File: config.mk
export PLATFORM = sky130hd
export DESIGN_NAME = light_mode_ctrl
export DESIGN_NICKNAME = d
export VERILOG_FILES = /design/src/rtl/light_pkg.sv /design/src/rtl/key_debounce.sv /design/src/rtl/light_mode_ctrl.sv
export SDC_FILE = /design/constraint.sdc
export NUM_CORES = 1
export LEC_CHECK = 0
export ABC_AREA = 0
export CORE_MARGIN = 5
export CORE_UTILIZATION = 45
export CTS_BUF_LIST = sky130_fd_sc_hd__clkbuf_8
export CTS_CLUSTER_SIZE = 16
export DETAILED_ROUTE_END_ITERATION = 8
export GPL_ROUTABILITY_DRIVEN = 0
export GPL_TIMING_DRIVEN = 0
export PLACE_DENSITY_LB_ADDON = 0.2
export SLEW_MARGIN = 20
export SYNTH_ARGS = -nofsm -noshare
export SYNTH_HDL_FRONTEND = slang
export SYNTH_HIERARCHICAL = 1
export SYNTH_SLANG_ARGS = --single-unit
File: constraint.sdc
create_clock -name Sys_CLK -period 2.05 [get_ports Sys_CLK]
set_input_delay 0.205 -clock Sys_CLK [delete_from_list [all_inputs] [get_ports Sys_CLK]]
set_output_delay 0.205 -clock Sys_CLK [all_outputs]
set_load 0.02 [all_outputs]
File: src/rtl/light_pkg.sv
// light_pkg: shared mode/color types, LED bit positions and duty fractions for the LED sequencer
package light_pkg;
  typedef enum logic [2:0] {
    M_OFF   = 3'd0,
    M_RED   = 3'd1,
    M_GREEN = 3'd2,
    M_BLUE  = 3'd3,
    M_CYCLE = 3'd4
  } mode_t;
  typedef enum logic [1:0] {
    C_RED   = 2'd0,
    C_GREEN = 2'd1,
    C_BLUE  = 2'd2
  } color_t;
  localparam int LED_R   = 0;
  localparam int LED_G   = 1;
  localparam int LED_B   = 2;
  localparam int LED_CYC = 3;
  localparam logic [1:0] DUTY_25 = 2'd1;
  localparam logic [1:0] DUTY_50 = 2'd2;
  localparam logic [1:0] DUTY_75 = 2'd3;
endpackage

File: src/rtl/key_debounce.sv
// key_debounce: two-flop synchronizer, stability counter and rising-edge press pulse for one raw key
module key_debounce #(
  parameter int DEBOUNCE_CYCLES = 50000
) (
  input  logic clk,
  input  logic rst,
  input  logic key,
  output logic press
);
  localparam int CW = $clog2(DEBOUNCE_CYCLES + 1);
  logic [1:0] sync;
  logic level, level_q;
  logic [CW-1:0] cnt;
  always_ff @(posedge clk or posedge rst)
    if (rst) begin
      sync    <= '0;
      level   <= 1'b0;
      level_q <= 1'b0;
      cnt     <= '0;
    end else begin
      sync    <= {sync[0], key};
      level_q <= level;
      if (sync[1] == level) cnt <= '0;
      else if (cnt == CW'(DEBOUNCE_CYCLES - 1)) begin
        cnt   <= '0;
        level <= sync[1];
      end else cnt <= cnt + 1'b1;
    end
  assign press = level & ~level_q;
endmodule

File: src/rtl/light_mode_ctrl.sv
// light_mode_ctrl: debounced two-key mode sequencer driving a PWM-dimmed three-color LED
module light_mode_ctrl
  import light_pkg::*;
#(
  parameter int DEBOUNCE_CYCLES = 50000,
  parameter int CYCLE_PERIOD    = 25000000,
  parameter int PWM_BITS        = 8
) (
  input  logic       Sys_CLK,
  input  logic       Sys_RST,
  input  logic [1:0] Key,
  input  logic [1:0] Switch,
  output logic [3:0] LED
);
  localparam int TW = $clog2(CYCLE_PERIOD + 1);
  logic nxt, prv, pwm_on;
  mode_t mode, mode_nxt;
  color_t idx, color;
  logic [TW-1:0] timer;
  logic [1:0] sw_s1, sw_s2, duty;
  logic [PWM_BITS-1:0] cnt;
  key_debounce #(.DEBOUNCE_CYCLES(DEBOUNCE_CYCLES)) u_next (
    .clk(Sys_CLK), .rst(Sys_RST), .key(Key[0]), .press(nxt)
  );
  key_debounce #(.DEBOUNCE_CYCLES(DEBOUNCE_CYCLES)) u_prev (
    .clk(Sys_CLK), .rst(Sys_RST), .key(Key[1]), .press(prv)
  );
  always_comb
    mode_nxt = (nxt && prv) ? M_OFF
             : nxt ? ((mode == M_CYCLE) ? M_OFF : mode_t'(mode + 3'd1))
             : prv ? ((mode == M_OFF) ? M_CYCLE : mode_t'(mode - 3'd1))
             : mode;
  // Duty threshold is a quarter count scaled to the PWM counter range; 11 bypasses it.
  always_comb begin
    duty   = (sw_s2 == 2'b00) ? DUTY_25 : (sw_s2 == 2'b01) ? DUTY_50 : DUTY_75;
    pwm_on = (&sw_s2) || (cnt < (PWM_BITS'(duty) << (PWM_BITS - 2)));
    color  = (mode == M_CYCLE) ? idx : color_t'(2'(mode - 3'd1));
  end
  always_ff @(posedge Sys_CLK or posedge Sys_RST)
    if (Sys_RST) begin
      mode  <= M_OFF;
      idx   <= C_RED;
      timer <= '0;
      sw_s1 <= '0;
      sw_s2 <= '0;
      cnt   <= '0;
      LED   <= '0;
    end else begin
      mode  <= mode_nxt;
      sw_s1 <= Switch;
      sw_s2 <= sw_s1;
      cnt   <= cnt + 1'b1;
      if (mode_nxt == M_CYCLE && mode != M_CYCLE) begin
        timer <= '0;
        idx   <= C_RED;
      end else if (mode == M_CYCLE && mode_nxt == M_CYCLE) begin
        timer <= (timer == TW'(CYCLE_PERIOD - 1)) ? '0 : timer + 1'b1;
        if (timer == TW'(CYCLE_PERIOD - 1)) idx <= (idx == C_BLUE) ? C_RED : color_t'(idx + 2'd1);
      end
      LED[LED_B:LED_R] <= (mode == M_OFF) ? 3'b000 : (3'b001 << color) & {3{pwm_on}};
      LED[LED_CYC]     <= (mode == M_CYCLE);
    end
endmodule
== After elaboration in Yosys (flattened, before gate mapping) ==
Index checks and enable logic that the tools add are counted.
Word-level totals
  register bits after elaboration: 86
  latch bits: 0
  memory bits (writable): 0
  bits in read-only memories: 0
  output and inout bits: 4
  memories kept: 0
Cells by class
  add/subtract/negate cells: 7
  $mul: 0
  div/mod/pow operators: 0
  magnitude comparators: 1
  equal/unequal tests: 10
  shift operators: 1
  muxes and demuxes: 20
  bitwise gates (word level): 7
  reductions and logical operators: 12
Operators with widths (count)
  25-bit two-way mux: 3
  16-bit two-way mux: 4
  16-bit by 1-bit adder with 16-bit output, second input constant: 2
  16-bit == test, second input constant: 2
  25-bit by 1-bit adder with 25-bit output, second input constant: 1
  25-bit == test, second input constant: 1
  3-bit two-way mux: 6
  2-bit two-way mux: 6
  8-bit by 1-bit adder with 8-bit output, second input constant: 1
  8-bit < comparator: 1
  2-bit AND reduction: 4
  3-bit == test, second input constant: 2
  1-bit NOT: 4
  2-bit nonzero test: 2
  3-bit by 1-bit adder with 3-bit output, second input constant: 1
  3-bit bitwise AND: 1
  1-bit logical AND: 3
  3-bit zero test: 1
  3-bit != test, second input constant: 1
  1-bit by 2-bit left shift with 3-bit output, first input constant: 1
  3-bit by 1-bit subtractor with 3-bit output, second input constant: 1
  2-bit by 1-bit adder with 2-bit output, second input constant: 1
  1-bit bitwise AND: 2
  1-bit == test: 2
  5 further kinds: 5

== Longest topological paths before layout ==
Gate-level depths: netlist of run 1.
  depth after elaboration: 9
  depth in mapped cells: 10
  mapped depth without buffers: 8

== Cells and area by module ==
The synthesis of run 1 kept the hierarchy.
By module, submodules not included
  light_mode_ctrl: times used 1, cells each 245, area an instance 2366.0 sq um, sequential area each 1151.1 sq um
  key_debounce: times used 2, cells each 89, area an instance 1013.5 sq um, sequential area each 500.5 sq um

== Worst setup path after synthesis of run 1 ==
No wires, ideal clock.
  kind: reg-to-reg
  start point: reg mode[0]
  end point: reg timer[18]
  arrival: 2.124 ns
  required time: 1.958 ns
  slack: -0.166 ns
  stages on the path, launching flop included: 10
  path buffers: 1
  clock period less this slack: 2.216 ns
  cell sequence: dfrtp_1 > inv_2 > ha_1 > nand2_1 > a21oi_1 > o32ai_1 > or3_4 > buf_6 > or3_4 > o31ai_2
Between the ends
  longest elaborated chain between the ends: 8
  elaborated cells on any way between the ends: 15
  those cells by class: 2 x add/sub; 3 x eq/ne; 6 x mux; 4 x reduce/logical
RTL lines
  start, declared: RTL line light_mode_ctrl.sv:17  | mode_t mode, mode_nxt;
  start signal, assigned: RTL line light_mode_ctrl.sv:49  | mode <= mode_nxt;
  3-bit by 1-bit subtractor with 3-bit output / 3-bit zero test (equally long branches)
  3-bit two-way mux (2 in a row): RTL line light_mode_ctrl.sv:31  | : prv ? ((mode == M_OFF) ? M_CYCLE : mode_t'(mode - 3'd1))
  3-bit two-way mux (*): RTL line light_mode_ctrl.sv:30  | : nxt ? ((mode == M_CYCLE) ? M_OFF : mode_t'(mode + 3'd1))
  3-bit two-way mux (*): RTL line light_mode_ctrl.sv:29  | mode_nxt = (nxt && prv) ? M_OFF
  via mode_nxt[0]: RTL line light_mode_ctrl.sv:17
  3-bit == test (*): RTL line light_mode_ctrl.sv:53, light_mode_ctrl.sv:56
  1-bit logical AND, on equally long branches: RTL line light_mode_ctrl.sv:53, light_mode_ctrl.sv:56
  25-bit two-way mux / 2-bit nonzero test (equally long branches)
  end signal, assigned: RTL line light_mode_ctrl.sv:57  | timer <= (timer == TW'(CYCLE_PERIOD - 1)) ? '0 : timer + 1'b1;
  end, declared: RTL line light_mode_ctrl.sv:19  | logic [TW-1:0] timer;
The timed path passes the listed nets; every way through them passes the cells marked *.
A chain may end at the register's enable or synchronous reset.

== Final worst setup path of run 1 ==
  start point: reg mode[1]
  end point: reg timer[14]
The elaborated chain is that of the path after synthesis.

==> results of run 1 <==
-- stage by stage --
stage	setup WS (ns)	std cells	cell area, µm²
global route	-0.3177	604	5555
finish	-0.2299	604	5555
floorplan	-0.02870	423	4422
detailed placement	-0.3466	566	4698
global placement	-0.3017	565	4678
CTS	-0.1931	589	5081
-- layout make-up --
cell class / instances / area [µm²] / share of cell area
Clock buffer: 10 / 137.6 / 0.02477
Timing Repair Buffer: 32 / 314.1 / 0.05653
Multi-Input combinational cell: 306 / 2447 / 0.4405
Clock inverter: 6 / 116.4 / 0.02095
Inverter: 15 / 56.30 / 0.01014
Buffer: 16 / 157.7 / 0.02838
Tap cell: 133 / 166.4 / 0.02996
Sequential cell: 86 / 2160 / 0.3887
-- Yosys cell counts (2+ instances only) --
| master | n |
|---|---|
| buf_4 | 4 |
| and4_1 | 4 |
| or3_4 | 2 |
| a21oi_1 | 9 |
| a31oi_1 | 8 |
| o21ai_1 | 28 |
| buf_2 | 3 |
| nor3b_1 | 2 |
| buf_6 | 5 |
| nand4_1 | 15 |
| or2_1 | 2 |
| o2bb2ai_1 | 3 |
| nor3_1 | 6 |
| nand4_4 | 2 |
| nor2b_1 | 13 |
| and3_1 | 8 |
| ha_1 | 8 |
| nand2_2 | 2 |
| nand2_1 | 21 |
| clkbuf_1 | 4 |
| nand4_2 | 2 |
| dfrtp_1 | 86 |
| nor4_2 | 7 |
| and3_2 | 2 |
| xor2_1 | 14 |
| nand3_1 | 23 |
| nor4bb_1 | 3 |
| nor2_2 | 4 |
| or2_2 | 3 |
| xnor2_1 | 22 |
| nor2_1 | 39 |
| and4bb_1 | 2 |
| nand3_4 | 2 |
| nand2b_1 | 7 |
| nor4b_2 | 2 |
| o31ai_1 | 18 |
| mux2_2 | 2 |
| inv_1 | 14 |
| o21ai_0 | 3 |
| and2_1 | 4 |
-- cell usage in the layout, fill, tap and decap left out, types with 5 or more instances in the layout --
master / synthesis / layout
a21oi_1: 9 / 8
a31oi_1: 8 / 8
and3_1: 8 / 8
buf_4: 4 / 24
buf_6: 5 / 6
clkbuf_8: 0 / 10
clkdlybuf4s50_1: 0 / 9
dfrtp_1: 86 / 80
dfrtp_2: 0 / 6
ha_1: 8 / 5
inv_1: 14 / 11
nand2_1: 21 / 20
nand3_1: 23 / 23
nand4_1: 15 / 15
nor2_1: 39 / 39
nor2b_1: 13 / 12
nor3_1: 6 / 6
nor4_2: 7 / 6
o21ai_1: 28 / 18
o21ai_4: 0 / 6
o31ai_2: 1 / 9
o31ai_4: 0 / 8
xnor2_1: 22 / 22
xor2_1: 14 / 14
-- timing repair --
item	4_1_cts	5_1_grt
cloned	0	2
setup endpoints to repair	27	27
endpoints found under the hold margin	0	0
setup buffers	7	13
pin swaps	5	13
resized for setup	19	65
-- path summary, 6_finish.rpt --
kind | endpoint | cells after the start | start
setup / recovery | timer[14] | 9 | mode[1]
max in group asynchronous | u_prev/cnt[7] | 2 | Sys_RST
hold / removal | timer[16] | 2 | Sys_RST
min in group Sys_CLK | u_prev/sync[0] | 1 | Key[1]
setup reg to reg | timer[14] | 9 | mode[1]
hold reg to reg | sw_s2[0] | 0 | sw_s1[0]
-- power by group through the flow --
stage | sequential (µW) | combinational (µW) | clock, µW
after global routing | 1730 | 96.4 | 1600
after global placement | 1760 | 80.5 | 0
final | 1730 | 82.0 | 1470
after floorplan | 1760 | 53.7 | 0
after detailed placement | 1760 | 86.2 | 0
after CTS | 1730 | 86.9 | 1510
-- cell families after synthesis --
family          after synthesis  share of synthesized area
mux                           2                   0.005126
xor+xnor                     36                    0.07177
fa+ha+maj                     8                    0.02279
buf+inv                      31                    0.03930
simple gates                184                     0.2637
flops                        86                     0.4899
compound gates               76                     0.1074
-- routing by layer --
metal / up-vias / global-route usage
li1: 1600 / -
met1: 1617 / 0.2113
met2: 45 / 0.2454
met3: 9 / 0.03612
met4: 0 / 0.04599
met5: - / 0
-- registers in the layout (all words and copies together), names as in the netlist --
register and flops:
u_prev/level_q 1, u_prev/level 1, idx 2, u_prev/sync 2
sw_s2 2, cnt 8, u_next/sync 2, u_next/level 1
u_next/level_q 1, timer 25, mode 3, sw_s1 2
LED 4, u_prev/cnt 16, u_next/cnt 16
==> impl_metrics.env, run 1 <==
export IMPL_status="complete, but fails checks"
export IMPL_violations="setup timing"
export IMPL_num_rows=36
export IMPL_postLayoutCoreUtil=0.5763
export IMPL_synth_ff_type="dfrtp_1"
export IMPL_max_stage_delay_ns=0.42
export IMPL_die_h_um=108.8
export IMPL_switching_share=0.2101
export IMPL_hold_violations=0
export IMPL_cts_sinks=86
export IMPL_grt_max_degree=32
export IMPL_wl_met1_um=4138
export IMPL_crit_required_ns=2.32
export IMPL_fin_hold_ws_ns=0.2249
export IMPL_power_per_cell_area_nw_per_um2=591.1
export IMPL_cp_max_fo=5
export IMPL_async_reset_ff_frac=1.000
export IMPL_drive_gt1_frac=0.2972
export IMPL_finalNetCount=480
export IMPL_drc=0
export IMPL_relSlewSlack=0.5004
export IMPL_slew_viol_final=0
export IMPL_fmax_mhz=438.6
export IMPL_final_setup_tns_ns=-4.862
export IMPL_p_int_uw=2594
export IMPL_p_leak_uw=0.002317
export IMPL_grt_overflow=0
export IMPL_setup_violations=27
export IMPL_num_antenna_cells=0
export IMPL_synth_edf_count=0
export IMPL_path_clk_slew_ns=0.09
export IMPL_postLayoutSetupSlackWorst_ns=-0.2299
export IMPL_critical_path_top_delay_family="simple AND/OR/NAND/NOR gates"
export IMPL_p_clk_frac=0.448
export IMPL_finalClockSkew_ns=0.01146
export IMPL_wl_met3_um=300
export IMPL_drt_initial_drc_count=103
export IMPL_synthesis_nets=437
export IMPL_path_class="reg -> reg"
export IMPL_crit_arrival_ns=2.55
export IMPL_grt_pass1_wl_um=14750
export IMPL_core_area_um2=9639
export IMPL_power_total_uw=3284
export IMPL_synth_area_um2=4393
export IMPL_pwr_share_seq=0.527
export IMPL_maxCapViolCount=0
export IMPL_critPathLaunchType="register"
export IMPL_yosysTopAreaCellShare=0.4899
export IMPL_period_share=1.112
export IMPL_routed_top_layer="met4"
export IMPL_cts_tree="built"
export IMPL_cts_buffers_inserted=9
export IMPL_synth_area_leaders="dfrtp_1, xnor2_1, nor2_1"
export IMPL_area_growth_pct=26.46
export IMPL_cts_htree_levels=3
export IMPL_wl_per_cell_um=15.06
export IMPL_drt_wl_total_um=9097
export IMPL_p_switching_uw=690.0
export IMPL_seq_area_frac_synth=0.4899
export IMPL_synth_cell_types=55
export IMPL_rsz0062_at_grt="yes"
export IMPL_critPathBufInv=2
export IMPL_clk_latency_ns=0.35
export IMPL_netlist_instances=423
export IMPL_avgSynthCellArea_um2=10.39
export IMPL_fin_crit_ns=2.280
export IMPL_yosys_warnings=6
export IMPL_dieWidth_um=108.8
export IMPL_cts_hold_buffers=0
export IMPL_dieArea_um2=11840
export IMPL_synth_seq_cells=86
export IMPL_hpwlAfterDp_um=5637
export IMPL_routed_wl_met2_um=4547
export IMPL_rrSetupSlack_ns=-0.23
export IMPL_max_slew_worst_pin_slew_ns=0.7486
export IMPL_cp_slowest_cell="dfrtp_1"
export IMPL_antenna_found_initial=0
export IMPL_io_pin_count=10
export IMPL_track_usage=0.1546
export IMPL_vias=3271
export IMPL_port_buffers=9
export IMPL_first_pass_iters=4
export IMPL_start_util=0.4557
export IMPL_path_cells="inv_2, ha_4, nand2b_4, a31oi_1, o22ai_1, or3_4, or2_4, clkbuf_16, o31ai_2"
export IMPL_hold_path_class="in -> async"
export IMPL_n_fill_cell=821
export IMPL_grt_pass1_vias=3038
export IMPL_ir_drop_uv=504.5
export IMPL_postRouteAntennaNets=0
export IMPL_clockBufferDepth=2
export IMPL_end_kind="register"
export IMPL_synth_top_cell_by_area="dfrtp_1"
export IMPL_root_buffer="clkbuf_8"
export IMPL_viasPerCell=5.416
export IMPL_combPwrFrac=0.025
(Power assumes the default switching activity.)
==> run 2, diff against run 1 <==
- clock period: 2.05 -> 2.6 ns (I/O delays scaled with it)
==> run 2 against run 1 <==
Net effect: the flow now finishes without violations; clock skew increased by 0.0061 ns; global-route usage is 0.31 points lower; first-iteration DRC count increased by 50%; highest routed layer unchanged; largest power group unchanged; largest cell class is now flip-flops and latches; flip-flop and latch count stayed put; worst setup slack improved by 0.34 ns; via count down 6.1%; power decreased by 29%.
==> impl_metrics.env, run 2 (synthesis results as in run 1) <==
export IMPL_status="finished, final reports clean"
export IMPL_postRouteAntennaNets=0
export IMPL_end_kind="register"
export IMPL_drive_gt1_frac=0.1581
export IMPL_cts_buffers_inserted=9
export IMPL_grt_max_degree=33
export IMPL_final_setup_tns_ns=0
export IMPL_post_place_ws_ns=0.09233
export IMPL_max_stage_delay_ns=0.44
export IMPL_slew_viol_final=0
export IMPL_critPathBufInv=2
export IMPL_area_growth_pct=11.19
export IMPL_crit_start="mode[0]"
export IMPL_largestRegisters="timer x25, u_next/cnt x16, u_prev/cnt x16"
export IMPL_first_pass_iters=4
export IMPL_ir_drop_uv=249.6
export IMPL_track_usage=0.1515
export IMPL_r2r_end="timer[22]"
export IMPL_maxCapViolCount=0
export IMPL_power_total_uw=2330
export IMPL_grt_pass1_vias=3000
export IMPL_crit_arrival_ns=2.74
export IMPL_crit_required_ns=2.85
export IMPL_num_rows=36
export IMPL_io_pin_count=10
export IMPL_core_area_um2=9639
export IMPL_num_antenna_cells=0
export IMPL_hpwlAfterDp_um=5600
export IMPL_layout_common_cells="dfrtp_1, nor2_1, o21ai_1, nand3_1, xnor2_1"
export IMPL_period_share=0.9573
export IMPL_root_buffer="clkbuf_8"
export IMPL_drt_initial_drc_count=155
export IMPL_cts_setup_buffers=0
export IMPL_p_leak_uw=0.002037
export IMPL_critical_path_top_delay_family="simple AND/OR/NAND/NOR gates"
export IMPL_viasPerCell=5.278
export IMPL_fin_crit_ns=2.489
export IMPL_fmax_mhz=401.8
export IMPL_cp_max_fo=10
export IMPL_antenna_found_initial=0
export IMPL_grt_pass1_wl_um=14430
export IMPL_die_h_um=108.8
export IMPL_clockBufferDepth=2
export IMPL_hold_violations=0
export IMPL_hold_path_class="in -> async"
export IMPL_path_class="reg -> reg"
export IMPL_max_slew_worst_pin_slew_ns=0.7615
export IMPL_rsz0062_at_grt="no"
export IMPL_postLayoutCoreUtil=0.5068
export IMPL_postLayoutSetupSlackWorst_ns=0.1111
export IMPL_rrSetupSlack_ns=0.11
export IMPL_drt_wl_total_um=8078
export IMPL_finalNetCount=458
export IMPL_finalClockSkew_ns=0.01756
export IMPL_cp_slowest_cell="dfrtp_1"
export IMPL_cts_htree_levels=3
export IMPL_power_per_cell_area_nw_per_um2=477.0
export IMPL_setup_violations=0
export IMPL_relSlewSlack=0.4917
export IMPL_grt_overflow=0
export IMPL_path_cells="inv_2, ha_2, nand2b_1, a31oi_1, o22ai_1, or3_4, or2_1, buf_2, o31ai_1"
export IMPL_critical_path_depth=9
export IMPL_dieArea_um2=11840
export IMPL_start_util=0.4557
export IMPL_clk_latency_ns=0.36
export IMPL_largest_reg_flops=25
export IMPL_cts_tree="built"
export IMPL_crit_end="timer[22]"
export IMPL_regMostFlops="timer"
export IMPL_port_buffers=9
export IMPL_final_common_cell="dfrtp_1"
export IMPL_r2r_cells=9
export IMPL_critPathLaunchType="register"
export IMPL_drc=0
export IMPL_dieWidth_um=108.8
export IMPL_worstReg2RegStart="mode[0]"
export IMPL_wl_per_cell_um=13.88
export IMPL_vias=3072
export IMPL_cts_sinks=86
export IMPL_path_clk_slew_ns=0.11
-- run 2: changes by cell type in the layout (fill, tap and decap cells not counted), sizes merged --
cell	previous run	this run
buf	34	13
inv	17	21
bufinv	3	0
clkbuf	15	13
-- run 2: how the worst min path moves through the flow --
stage	endpoint	slack (ns)	cells past startpoint
finish	timer[7]	0.27	2
global route	timer[20]	0.29	2
CTS	timer[7]	0.28	2
detailed placement	u_next/sync[1]	0.33	0
global placement	u_prev/sync[1]	0.33	0
floorplan	u_next/cnt[0]	0.22	1
-- run 2: what timing repair did --
item	CTS	global route
hold buffers	0	0
gates resized for setup	0	9
endpoints found under the setup margin	0	22
-- run 2: area by class of cell --
type                            count  area, µm²
Fill cell                         914       4755
Multi-Input combinational cell    306       2096
Clock buffer                        9      123.9
Clock inverter                      7      62.56
Inverter                           15      56.30
Timing Repair Buffer               10      110.1
Sequential cell                    86       2152
Buffer                             16      117.6
Tap cell                          133      166.4
-- run 2: through the flow --
| stage | cell area (µm²) | hold slack, ns | std cells |
|---|---|---|---|
| CTS | 4856 | 0.2750 | 582 |
| floorplan | 4393 | 0.2238 | 423 |
| global route | 4885 | 0.2903 | 582 |
| global placement | 4649 | 0.3340 | 565 |
| detailed placement | 4669 | 0.3347 | 566 |
| finish | 4885 | 0.2656 | 582 |
-- run 2: layer usage --
metal	up-vias	global-route usage	share of wire	routed length (µm)
li1	1553	-	-	-
met1	1481	0.2170	0.51	4131
met2	30	0.2326	0.45	3656
met3	8	0.02664	0.026	207
met4	0	0.05140	0.010	82
met5	-	0	0	0
-- run 2: power breakdown --
group | internal (µW) | switching (µW)
logic | 22.3 | 42.5
registers | 1350 | 14.3
clock network | 373 | 528
total | 1750 | 585
==> run 3, diff against run 2 <==
- RECOVER_POWER: default -> 50
==> run 3 against run 2 <==
Net effect: count of clock-buffer cells in the layout unchanged; clock power hardly changed; worst setup slack barely moved; first-iteration DRC count shrank 0.65%; clock skew hardly changed; sequential power is essentially flat; largest power group unchanged; maximum frequency about the same; critical path depth stayed put.
==> impl_metrics.env, run 3 (synthesis results as in run 1) <==
export IMPL_cts_sinks=86
export IMPL_rsz0062_at_grt="no"
export IMPL_port_buffers=9
export IMPL_regMostFlops="timer"
export IMPL_dieWidth_um=108.8
export IMPL_clk_latency_ns=0.36
export IMPL_status="finished, final reports clean"
export IMPL_cts_htree_levels=3
export IMPL_grt_pass1_wl_um=14430
export IMPL_crit_required_ns=2.85
export IMPL_final_setup_tns_ns=0
export IMPL_end_kind="register"
export IMPL_finalNetCount=458
export IMPL_r2r_cells=9
export IMPL_rrSetupSlack_ns=0.11
export IMPL_wl_per_cell_um=13.94
export IMPL_worstReg2RegStart="mode[0]"
export IMPL_ir_drop_uv=248.1
export IMPL_critPathLaunchType="register"
export IMPL_holdCritStartpoint="u_next/sync[0]"
export IMPL_io_pin_count=10
export IMPL_drt_initial_drc_count=154
export IMPL_setup_violations=0
export IMPL_power_per_cell_area_nw_per_um2=477.6
export IMPL_period_share=0.9575
export IMPL_drc=0
export IMPL_start_util=0.4557
export IMPL_cts_buffers_inserted=9
export IMPL_p_leak_uw=0.002034
export IMPL_grt_max_degree=33
export IMPL_vias=3086
export IMPL_final_common_cell="dfrtp_1"
export IMPL_root_buffer="clkbuf_8"
export IMPL_num_rows=36
export IMPL_cts_tree="built"
export IMPL_largestRegisters="timer x25, u_next/cnt x16, u_prev/cnt x16"
export IMPL_crit_arrival_ns=2.74
export IMPL_first_pass_iters=4
export IMPL_drt_wl_total_um=8113
export IMPL_area_growth_pct=10.85
export IMPL_core_area_um2=9639
export IMPL_fin_hold_ws_ns=0.3551
export IMPL_drive_gt1_frac=0.1559
export IMPL_hpwlAfterDp_um=5600
export IMPL_path_class="reg -> reg"
export IMPL_path_clk_slew_ns=0.11
export IMPL_grt_overflow=0
export IMPL_cp_max_fo=10
export IMPL_cts_hold_buffers=0
export IMPL_dieArea_um2=11840
export IMPL_relSlewSlack=0.4808
export IMPL_largest_reg_flops=25
export IMPL_hold_path_cell_count=0
export IMPL_hold_end="u_next/sync[1]"
export IMPL_slew_viol_final=0
export IMPL_grt_pass1_vias=3000
export IMPL_clockBufferDepth=2
export IMPL_r2r_end="timer[22]"
export IMPL_layout_common_cells="dfrtp_1, nor2_1, o21ai_1, nand3_1, xnor2_1"
export IMPL_maxCapViolCount=0
export IMPL_fmax_mhz=401.7
export IMPL_viasPerCell=5.302
export IMPL_die_h_um=108.8
export IMPL_fin_crit_ns=2.489
export IMPL_hold_path_class="reg -> reg"
export IMPL_max_slew_worst_pin_slew_ns=0.7789
export IMPL_track_usage=0.1515
export IMPL_hold_violations=0
export IMPL_finalClockSkew_ns=0.01758
export IMPL_postRouteAntennaNets=0
export IMPL_n_fill_cell=915
export IMPL_antenna_found_initial=0
export IMPL_num_antenna_cells=0
## run 3: how the worst max path moves through the flow
stage / endpoint / depth (start not counted) / startpoint
2_1_floorplan: timer[18] / 9 / mode[0]
3_3_place_gp: timer[18] / 9 / mode[0]
3_5_place_dp: timer[4] / 9 / mode[0]
4_1_cts: timer[4] / 9 / mode[0]
5_1_grt: timer[13] / 9 / mode[0]
6_report: timer[22] / 9 / mode[0]
## run 3: routing by layer
layer / up-vias / wire (µm) / global-route usage
li1: 1554 / - / -
met1: 1497 / 4157 / 0.2170
met2: 27 / 3695 / 0.2326
met3: 8 / 177 / 0.02664
met4: 0 / 82 / 0.05140
met5: - / 0 / 0
## run 3: layout make-up
| type | instances | area, µm² | share of cell area |
|---|---|---|---|
| Buffer | 16 | 117.6 | 0.02415 |
| Clock buffer | 9 | 123.9 | 0.02544 |
| Clock inverter | 7 | 62.56 | 0.01285 |
| Inverter | 15 | 56.30 | 0.01156 |
| Multi-Input combinational cell | 306 | 2096 | 0.4304 |
| Sequential cell | 86 | 2152 | 0.4419 |
| Tap cell | 133 | 166.4 | 0.03417 |
| Timing Repair Buffer | 10 | 95.09 | 0.01953 |
## run 3: what timing repair did
| action | CTS | global route |
|---|---|---|
| hold endpoints to repair | 0 | 0 |
| resized for setup | 0 | 9 |
| buffers inserted | 0 | 0 |
| setup endpoints to repair | 0 | 22 |
## run 3: through the flow
| stage | util | worst slack [ns] | std cells | total power [µW] | cell area, µm² |
|---|---|---|---|---|---|
| after floorplan | - | 0.3840 | 423 | 1431 | 4393 |
| after global placement | 0.4823 | 0.1474 | 565 | 1454 | 4649 |
| after detailed placement | 0.4844 | 0.09233 | 566 | 1459 | 4669 |
| after CTS | 0.5038 | 0.03567 | 582 | 2373 | 4856 |
| after global routing | 0.5052 | 0.0006841 | 582 | 2441 | 4870 |
| final | 0.5052 | 0.1106 | 582 | 2326 | 4870 |
## run 3: worst max-delay path, stage by stage, from the launching register on
cell and delay (ns):
dfrtp_1 0.44, inv_2 0.11, ha_2 0.22, nand2b_1 0.13, a31oi_1 0.20, o22ai_1 0.12
or3_4 0.42, or2_1 0.27, buf_2 0.21, o31ai_1 0.26
## run 3: power breakdown
group,total (µW),switching [µW],internal (µW)
Combinational,60.1,42.0,18.2
Clock,901,528,373
Sequential,1360,14.3,1350
